$ cat src/rtl/quad_step_decoder.sv
// rtl/quad_step_decoder.sv - quadrature A/B synchronizer, glitch filter and step decoder
module quad_step_decoder #(
  parameter int FILT_LEN = 3
) (
  input  logic clk,
  input  logic rst,
  input  logic a_in,
  input  logic b_in,
  output logic up,
  output logic down,
  output logic err
);

  localparam int FCW = $clog2(FILT_LEN + 1);
  localparam int ICW = $clog2(FILT_LEN + 3);
  localparam logic [FCW-1:0] FILT_LAST = FCW'(FILT_LEN - 1);
  localparam logic [ICW-1:0] INIT_LAST = ICW'(FILT_LEN + 2);

  typedef enum logic {
    ST_INIT,
    ST_TRACK
  } state_t;

  // Channel vectors are packed as {a, b} throughout.
  logic [1:0]     meta_q;
  logic [1:0]     sync_q;
  logic [1:0]     f_q;
  logic [1:0]     f_d;
  logic [FCW-1:0] cnt_q [2];
  logic [FCW-1:0] cnt_d [2];

  logic [1:0]     prev_q;
  state_t         state_q;
  logic [ICW-1:0] init_cnt_q;
  logic           up_q;
  logic           down_q;
  logic           err_q;

  logic           step_fwd;
  logic           step_rev;
  logic           step_jump;

  // Two-flop synchronizer per channel.
  always_ff @(posedge clk or negedge rst) begin
    if (!rst) begin
      meta_q <= 2'b00;
      sync_q <= 2'b00;
    end else begin
      meta_q <= {a_in, b_in};
      sync_q <= meta_q;
    end
  end

  // Debounce: accept a new level only after FILT_LEN consecutive differing samples.
  always_comb begin
    f_d = f_q;
    for (int ch = 0; ch < 2; ch++) begin
      cnt_d[ch] = cnt_q[ch];
      if (sync_q[ch] == f_q[ch]) begin
        cnt_d[ch] = '0;
      end else if (cnt_q[ch] == FILT_LAST) begin
        f_d[ch]   = sync_q[ch];
        cnt_d[ch] = '0;
      end else begin
        cnt_d[ch] = cnt_q[ch] + 1'b1;
      end
    end
  end

  // Filter state registers.
  always_ff @(posedge clk or negedge rst) begin
    if (!rst) begin
      f_q      <= 2'b00;
      cnt_q[0] <= '0;
      cnt_q[1] <= '0;
    end else begin
      f_q      <= f_d;
      cnt_q[0] <= cnt_d[0];
      cnt_q[1] <= cnt_d[1];
    end
  end

  // Classify the filtered transition: forward, reverse, or two-bit jump.
  always_comb begin
    step_fwd  = 1'b0;
    step_rev  = 1'b0;
    step_jump = 1'b0;
    case ({prev_q, f_q})
      4'b00_10, 4'b10_11, 4'b11_01, 4'b01_00: step_fwd  = 1'b1;
      4'b00_01, 4'b01_11, 4'b11_10, 4'b10_00: step_rev  = 1'b1;
      4'b00_11, 4'b11_00, 4'b10_01, 4'b01_10: step_jump = 1'b1;
      default: ;
    endcase
  end

  // Startup/track FSM with registered strobes; INIT hides the filter settling
  // onto a nonzero idle level so no spurious step is reported after reset.
  always_ff @(posedge clk or negedge rst) begin
    if (!rst) begin
      state_q    <= ST_INIT;
      init_cnt_q <= '0;
      prev_q     <= 2'b00;
      up_q       <= 1'b0;
      down_q     <= 1'b0;
      err_q      <= 1'b0;
    end else begin
      prev_q <= f_q;
      case (state_q)
        ST_INIT: begin
          up_q   <= 1'b0;
          down_q <= 1'b0;
          err_q  <= 1'b0;
          if (init_cnt_q == INIT_LAST) begin
            state_q <= ST_TRACK;
          end else begin
            init_cnt_q <= init_cnt_q + 1'b1;
          end
        end
        ST_TRACK: begin
          up_q   <= step_fwd;
          down_q <= step_rev;
          err_q  <= step_jump;
        end
        default: begin
          state_q <= ST_INIT;
          up_q    <= 1'b0;
          down_q  <= 1'b0;
          err_q   <= 1'b0;
        end
      endcase
    end
  end

  assign up   = up_q;
  assign down = down_q;
  assign err  = err_q;

endmodule
$ cat config.mk
export PLATFORM = sky130hd
export DESIGN_NAME = quad_step_decoder
export DESIGN_NICKNAME = d
export VERILOG_FILES = /design/src/rtl/quad_step_decoder.sv
export SDC_FILE = /design/constraint.sdc
export NUM_CORES = 1
export LEC_CHECK = 0
export ABC_AREA = 1
export BUFFER_PORTS_ARGS = -buffer_cell sky130_fd_sc_hd__buf_2
export CORE_MARGIN = 3
export CORE_UTILIZATION = 50
export DETAILED_ROUTE_END_ITERATION = 8
export PLACE_DENSITY = 0.66
export SLEW_MARGIN = 0
export SYNTH_ARGS = -nofsm -noshare
export SYNTH_HDL_FRONTEND = slang
export SYNTH_SLANG_ARGS = --single-unit
$ cat constraint.sdc
create_clock -name clk -period 1.15 [get_ports clk]
set_clock_uncertainty 0.1 [all_clocks]
set_input_delay 0.1725 -clock clk [delete_from_list [all_inputs] [get_ports clk]]
set_output_delay 0.1725 -clock clk [all_outputs]
set_load 0.05 [all_outputs]
== After elaboration in Yosys (flattened, before gate mapping) ==
Index checks and enable logic that the tools add are counted.
Widths: inputs -> output; s select.
Operators by class
  $add $sub $neg: 3
  eq/ne operators: 17
  mux-type cells: 12
  bitwise gates (word level): 4
  reductions and logical operators: 6
Operator list (number)
  $eq 4x4->1 const B: 6
  $eq 4x3->1 const B: 3
  $reduce_or 4->1: 3
  $eq 4x2->1 const B: 2
  $mux 2: 4
  $pmux 1 s2: 3
  $reduce_and 2->1: 3
  $mux 1: 5
  $add 2x1->2 const B: 2
  $eq 2x2->1 const B: 2
  $eq 4x1->1 const B: 1
  $not 1->1: 4
  $add 3x1->3 const B: 1
  $eq 3x3->1 const B: 1
  $eq 1x1->1: 2
Storage, ports and cells
  flip-flop bits (word level): 19
  input port bits: 4
  output and inout bits: 3
  word-level logic and storage cells: 54

== Logic depth before layout (Yosys ltp) ==
Gate-level depths: netlist of run 1.
  word-level depth: 4
  gate-level depth with buffers: 6

== Worst setup path after synthesis of run 1 ==
OpenSTA, ideal clock, no wires.
  path kind: reg2reg
  from: reg init_cnt_q[0]
  to: reg init_cnt_q[1]
  setup time: 0.126 ns
  arrival: 0.851 ns
  setup slack: 0.073 ns
  cell stages (with the launch flop): 6
  buffers on the path: 0
  clock period less this slack: 1.077 ns
  path through: dfrtp_1 ha_1 nand2_1 nand2_1 nand2_1 o21ai_0
Between the ends
  cells in the longest elaborated chain, start to end: 3
  elaborated cells between the ends (all ways): 4
  classes of those cells: add/sub (1); eq/ne (1); bitwise (1); reduce/logical (1)
RTL lines
  start, declared: line 34  | logic [ICW-1:0] init_cnt_q;
  start signal, assigned: line 116  | init_cnt_q <= init_cnt_q + 1'b1;
  branches (longest 3 deep; another with $add 3x1->3)
Several ways; the timed one is not identified.
A chain may end at the register's enable or synchronous reset.

== Final worst setup path of run 1 ==
  from: reg init_cnt_q[1]
  to: reg init_cnt_q[1]
The elaborated chain is that of the path after synthesis.

==> summary.txt, run 1 <==
Cells after Synth: 85
Final Hold Vio Count: 0
CTS Buf Count: 3
worst-margin pin slew: 0.4048 ns
most frequent cells in the layout: 28 x nand2_1, 19 x dfrtp_1, 14 x inv_1
vias in the first global route: 539
GRT Util Overall: 14.83%
mapped cell area: 772.0 um2
Final Util: 67.77%
Seq/Total Area, Yosys: 61.59%
Nets: 106
initial core utilization: 56.50%
Die Span Y: 45.30 um
P per Cell Area: 2270 nW/um2
r2r setup slk: 0.02 ns
clk sinks: 19
Worst Path Max Fanout: 5
fin crit share: 98.36%
Synthesis Warnings: 0
H-tree Lvls: 1
min Tclk post-route: 1.131 ns
Antenna Cells: 0
Avg Inst Size Synth: 9.082 um2
worst min-delay path class: input port to asynchronous set/reset pin
root buffer selected by CTS: clkbuf_4
final wirelength: 1273 um
clock latency on the worst-skew pair: 0.29 ns
leakage dissipation: 0.5151 nW
Critical Path RT: 1.23 ns
CTS Buffer Depth: 2
initial antenna violation count: 0
worst reg2reg path startpoint: init_cnt_q[1]$_DFFE_PN0P_
CTS clk-pin slew, worst paths: 0.10 ns
row count: 13
Buf+Inv Stages, Crit Path: 1
vias: 541
worst path cell trace: inv_2 > ha_4 > nand2_2 > nand2_4 > nand2_1 > o21ai_0
DRC errors left: 0
DP HPWL: 858.1 um
core area: 1366 um2
total of max-cap violations: 0
commonest non-fill, non-tap cell in the layout: nand2_1
Slowest-stage cell, CP: dfrtp_1
share of layout cells above drive strength 1: 15.15%
Ports: 7
largest net degree at the start of global routing: 20
CTS tree: done
maximum vdd drop: 1.406 mV
Slew headroom: 73.01%
Arrival @ worst endpoint: 1.21 ns
FF+latch count, synth: 19
vias per cell: 4.746
worst flop-to-flop path endpoint: init_cnt_q[1]$_DFFE_PN0P_
startpoint types: flip-flop
r2r worst-path depth: 6
slowest stage delay, CP: 0.41 ns
first-pass GRT wire length: 2076 um
die area: 2052 um2
die width: 45.30 um
GP Congestion: 0.7610
Fmax achieved: 884.0 MHz
number of detailed-route iterations in the first pass: 3
Crit Path Class: flip-flop to flip-flop
routed length per instance: 11.17 um
max-slew violation count: 0
Synth Net Count: 91
Routed Antenna Nets: 0
Setup crit end kind: flip-flop
number of port buffers: 6
outcome: finished, final reports clean
Worst path top cell family by delay: flip-flops
WHS: 0.2342 ns
Initial DRC Count: 4
Setup violations, final: 0
Yosys cell types: 10
area growth from synthesis to layout: 19.94%
Overflow after GRT: 0
-- final cells by class --
| class | instances | area (um2) |
|---|---|---|
| clock buffers | 4 | 26.28 |
| fillers | 121 | 440.4 |
| inverters | 15 | 56.30 |
| multi-input cells | 51 | 266.5 |
| flip-flops and latches | 19 | 475.5 |
| well taps | 15 | 18.77 |
| repair buffers | 10 | 82.58 |
-- logic make-up (layout without fill, tap and decap cells) --
family,count (synthesis),in the layout,synth area share [%]
simple gates,42,42,21.88
buf+inv,15,29,7.293
xor+xnor,3,3,3.404
compound gates,4,4,2.592
fa+ha+maj,2,2,3.241
flops,19,19,61.59
-- cell usage after synthesis --
master,number,share of area (%)
dfrtp_1,19,62
xnor2_1,3,3.4
ha_1,2,3.2
o21ai_0,3,1.9
inv_1,15,7.3
nor2_1,7,3.4
nand3b_1,2,1.9
nand3_1,3,1.9
a21oi_1,1,0.65
nand2_1,30,15
-- through the flow --
stage / setup slack [ns] / TNS, ns / instance area (um2) / cells / power (mW)
global route: -0.01544 / -0.02000 / 925.9 / 114 / 2.285
detailed placement: 0.001849 / 0 / 820.8 / 106 / 1.748
global placement: 0.04303 / 0 / 820.8 / 106 / 1.714
floorplan: 0.07268 / 0 / 772.0 / 85 / 1.570
finish: 0.01882 / 0 / 925.9 / 114 / 2.102
CTS: 0.006435 / 0 / 894.6 / 114 / 2.108
-- per-layer routing --
metal | global-route usage, % | routed length (um)
met5 | 0 | 0
met4 | 8.772 | 12
met3 | 4.781 | 48
met2 | 24.29 | 627
met1 | 16.71 | 585
-- sequential cells by signal, indices dropped and copies added, names as in the netlist --
name	flops
down	1
meta_q	2
sync_q	2
init_cnt_q	3
up	1
cnt_q	4
state_q	1
prev_q	2
f_q	2
err	1
-- how the worst max path moves through the flow --
| stage | startpoint | endpoint | slack, ns | depth (start not counted) |
|---|---|---|---|---|
| finish | init_cnt_q[1]$_DFFE_PN0P_ | init_cnt_q[1]$_DFFE_PN0P_ | 0.02 | 6 |
| global route | init_cnt_q[1]$_DFFE_PN0P_ | init_cnt_q[1]$_DFFE_PN0P_ | -0.02 | 6 |
| CTS | up$_DFF_PN0_ | up | 0.006 | 1 |
| detailed placement | init_cnt_q[1]$_DFFE_PN0P_ | init_cnt_q[1]$_DFFE_PN0P_ | 0.002 | 6 |
| global placement | init_cnt_q[0]$_DFFE_PN0P_ | init_cnt_q[1]$_DFFE_PN0P_ | 0.04 | 5 |
| floorplan | init_cnt_q[0]$_DFFE_PN0P_ | init_cnt_q[1]$_DFFE_PN0P_ | 0.07 | 5 |
-- worst register-to-register path, stage by stage (launching register included) --
cell and delay, ns:
dfrtp_1 0.41, inv_2 0.06, ha_4 0.16, nand2_2 0.09
nand2_4 0.07, nand2_1 0.05, o21ai_0 0.07
-- power by group --
group,switching (mW),total [mW],internal (mW)
Combinational,0.471,0.767,0.296
Clock,0.185,0.320,0.135
Sequential,0.160,1.02,0.856
-- timing repair --
item,4_1_cts,5_1_grt
hold buffers,3,0
buffers inserted,1,0
pin swaps,0,1
endpoints found under the hold margin,21,0
endpoints found under the setup margin,5,5
gates resized for setup,4,8
Note: power is estimated with default switching activity, not from simulation.
==> run 2, diff against run 1 <==
- clock period: 1.15 -> 1.2 ns (I/O delays scaled with it)
==> run 2 against run 1 <==
Routed wire length shrank 5.7%. Global-route usage shrank 0.17 points. Sequential share of layout area grew 1.9 points. Clock power fell by 3%. Combinational power decreased by 8.2%. Setup slack improved by 0.017 ns. Maximum frequency decreased by 2.9%. Critical path depth grew 1. Critical endpoint is now init_cnt_q[2]$_DFFE_PN0P_.
==> summary.txt, run 2 (synthesis results as in run 1) <==
outcome: finished, final reports clean (unchanged)
share of layout cells above drive strength 1: 11.11% (was 15.15%)
worst-margin pin slew: 0.4030 ns (was 0.4048 ns)
row count: 13 (unchanged)
most frequent cells in the layout: 29 x nand2_1, 19 x dfrtp_1, 15 x inv_1 (was 28 x nand2_1, 19 x dfrtp_1, 14 x inv_1)
RSZ-0062 raised after global routing: true
number of detailed-route iterations in the first pass: 2 (was 3)
number of port buffers: 6 (unchanged)
final std cells w/o fill: 114 (unchanged)
M1 WL: 552 um (was 585 um)
initial core utilization: 56.50% (unchanged)
Arrival @ worst endpoint: 1.30 ns (was 1.21 ns)
Setup violations, final: 0 (unchanged)
core area: 1366 um2 (unchanged)
CTS Buf Count: 3 (unchanged)
die area: 2052 um2 (unchanged)
met3 routed WL: 51 um (was 48 um)
CTS clk-pin slew, worst paths: 0.10 ns (about the same)
vias in the first global route: 531 (was 539)
worst min-delay path class: input port to asynchronous set/reset pin (unchanged)
Critical Path RT: 1.34 ns (was 1.23 ns)
GP Congestion: 0.7610 (unchanged)
Crit Path Class: flip-flop to flip-flop (unchanged)
final wirelength: 1201 um (was 1273 um)
Ports: 7 (unchanged)
clock latency on the worst-skew pair: 0.29 ns (about the same)
min Tclk post-route: 1.165 ns (was 1.131 ns)
first-pass GRT wire length: 2049 um (was 2076 um)
vias per cell: 4.816 (was 4.746)
metal2 WL: 572 um (was 627 um)
largest net degree at the start of global routing: 20 (unchanged)
setup TNS: 0 ns (unchanged)
placed insts: 106 (unchanged)
worst reg2reg path startpoint: init_cnt_q[1]$_DFFE_PN0P_ (unchanged)
max reg flops: 4 (unchanged)
leakage dissipation: 0.4963 nW (was 0.5151 nW)
Initial DRC Count: 5 (was 4)
Reg area: 475.5 um2 (unchanged)
die width: 45.30 um (unchanged)
Setup crit end kind: flip-flop (unchanged)
fin crit share: 97.05% (was 98.36%)
Slew headroom: 73.13% (was 73.01%)
r2r worst-path depth: 7 (was 6)
root buffer selected by CTS: clkbuf_4 (unchanged)
Fmax achieved: 858.7 MHz (was 884.0 MHz)
startpoint types: flip-flop (unchanged)
Top Registers: cnt_q x4, init_cnt_q x3 (unchanged)
H-tree Lvls: 1 (unchanged)
Final Util: 65.29% (was 67.77%)
Worst Path Max Fanout: 3 (was 5)
commonest non-fill, non-tap cell in the layout: nand2_1 (unchanged)
r2r setup slk: 0.04 ns (was 0.02 ns)
vias: 549 (was 541)
worst flop-to-flop path endpoint: init_cnt_q[2]$_DFFE_PN0P_ (was init_cnt_q[1]$_DFFE_PN0P_)
DRC errors left: 0 (unchanged)
P per Cell Area: 2223 nW/um2 (was 2270 nW/um2)
Fill cells: 120 (was 121)
total of max-cap violations: 0 (unchanged)
Final Hold Vio Count: 0 (unchanged)
Multi-input gate area: 242.7 um2 (was 266.5 um2)
initial antenna violation count: 0 (unchanged)
Reg with most FFs: cnt_q (unchanged)
routed length per instance: 10.54 um (was 11.17 um)
Routed Antenna Nets: 0 (unchanged)
CTS tree: done (unchanged)
Antenna Cells: 0 (unchanged)
Overflow after GRT: 0 (unchanged)
Nets: 106 (unchanged)
GRT Util Overall: 14.67% (was 14.83%)
DP HPWL: 858.1 um (unchanged)
area growth from synthesis to layout: 15.56% (was 19.94%)
clk sinks: 19 (unchanged)
WHS: 0.2382 ns (was 0.2342 ns)
maximum vdd drop: 1.335 mV (was 1.406 mV)
max-slew violation count: 0 (unchanged)
DR top layer: met4 (unchanged)
Die Span Y: 45.30 um (unchanged)
CTS Buffer Depth: 2 (unchanged)
-- run 2: cell type report --
| cell class | instances | area share [%] |
|---|---|---|
| Inverter | 15 | 6.311 |
| Multi-Input combinational cell | 51 | 27.21 |
| Tap cell | 15 | 2.104 |
| Timing Repair Buffer | 10 | 8.135 |
| Clock buffer | 4 | 2.945 |
| Sequential cell | 19 | 53.30 |
-- run 2: per-layer routing --
| layer | GRT usage [%] | up-vias |
|---|---|---|
| met3 | 4.781 | 4 |
| met1 | 16.71 | 255 |
| li1 | - | 279 |
| met4 | 8.772 | 0 |
| met2 | 23.73 | 11 |
| met5 | 0 | - |
-- run 2: power breakdown --
group	internal, mW	switching [mW]
registers	0.819	0.148
logic	0.252	0.452
clock network	0.129	0.182
-- run 2: metrics by stage --
step	power [mW]	setup slack, ns	area, um2
6_report	1.983	0.03538	892.1
5_1_grt	2.152	-0.01270	892.1
4_1_cts	1.992	0.01704	877.1
3_5_place_dp	1.675	0.05185	820.8
3_3_place_gp	1.642	0.09305	820.8
2_1_floorplan	1.504	0.1227	772.0
-- run 2: worst max-delay path by stage --
| stage | slack (ns) | to | from | cells past startpoint |
|---|---|---|---|---|
| 2_1_floorplan | 0.12 | init_cnt_q[1]$_DFFE_PN0P_ | init_cnt_q[0]$_DFFE_PN0P_ | 5 |
| 4_1_cts | 0.02 | up | up$_DFF_PN0_ | 1 |
| 3_5_place_dp | 0.05 | init_cnt_q[1]$_DFFE_PN0P_ | init_cnt_q[1]$_DFFE_PN0P_ | 6 |
| 3_3_place_gp | 0.09 | init_cnt_q[1]$_DFFE_PN0P_ | init_cnt_q[0]$_DFFE_PN0P_ | 5 |
| 5_1_grt | -0.01 | init_cnt_q[2]$_DFFE_PN0P_ | init_cnt_q[1]$_DFFE_PN0P_ | 7 |
| 6_report | 0.04 | init_cnt_q[2]$_DFFE_PN0P_ | init_cnt_q[1]$_DFFE_PN0P_ | 7 |
-- run 2: critical path, cell delays in order (launching register included) --
cell     delay [ns]
dfrtp_1        0.42
buf_4          0.14
ha_1           0.18
inv_1          0.05
nand2_1        0.04
nand2_1        0.07
nand2_1        0.05
nand2_1        0.05
-- run 2: timing repair --
item / in CTS / in global routing
gates resized for setup: 0 / 3
hold buffers: 3 / 0
endpoints found under the setup margin: 0 / 5
buffers inserted: 0 / 1
hold endpoints to repair: 21 / 0
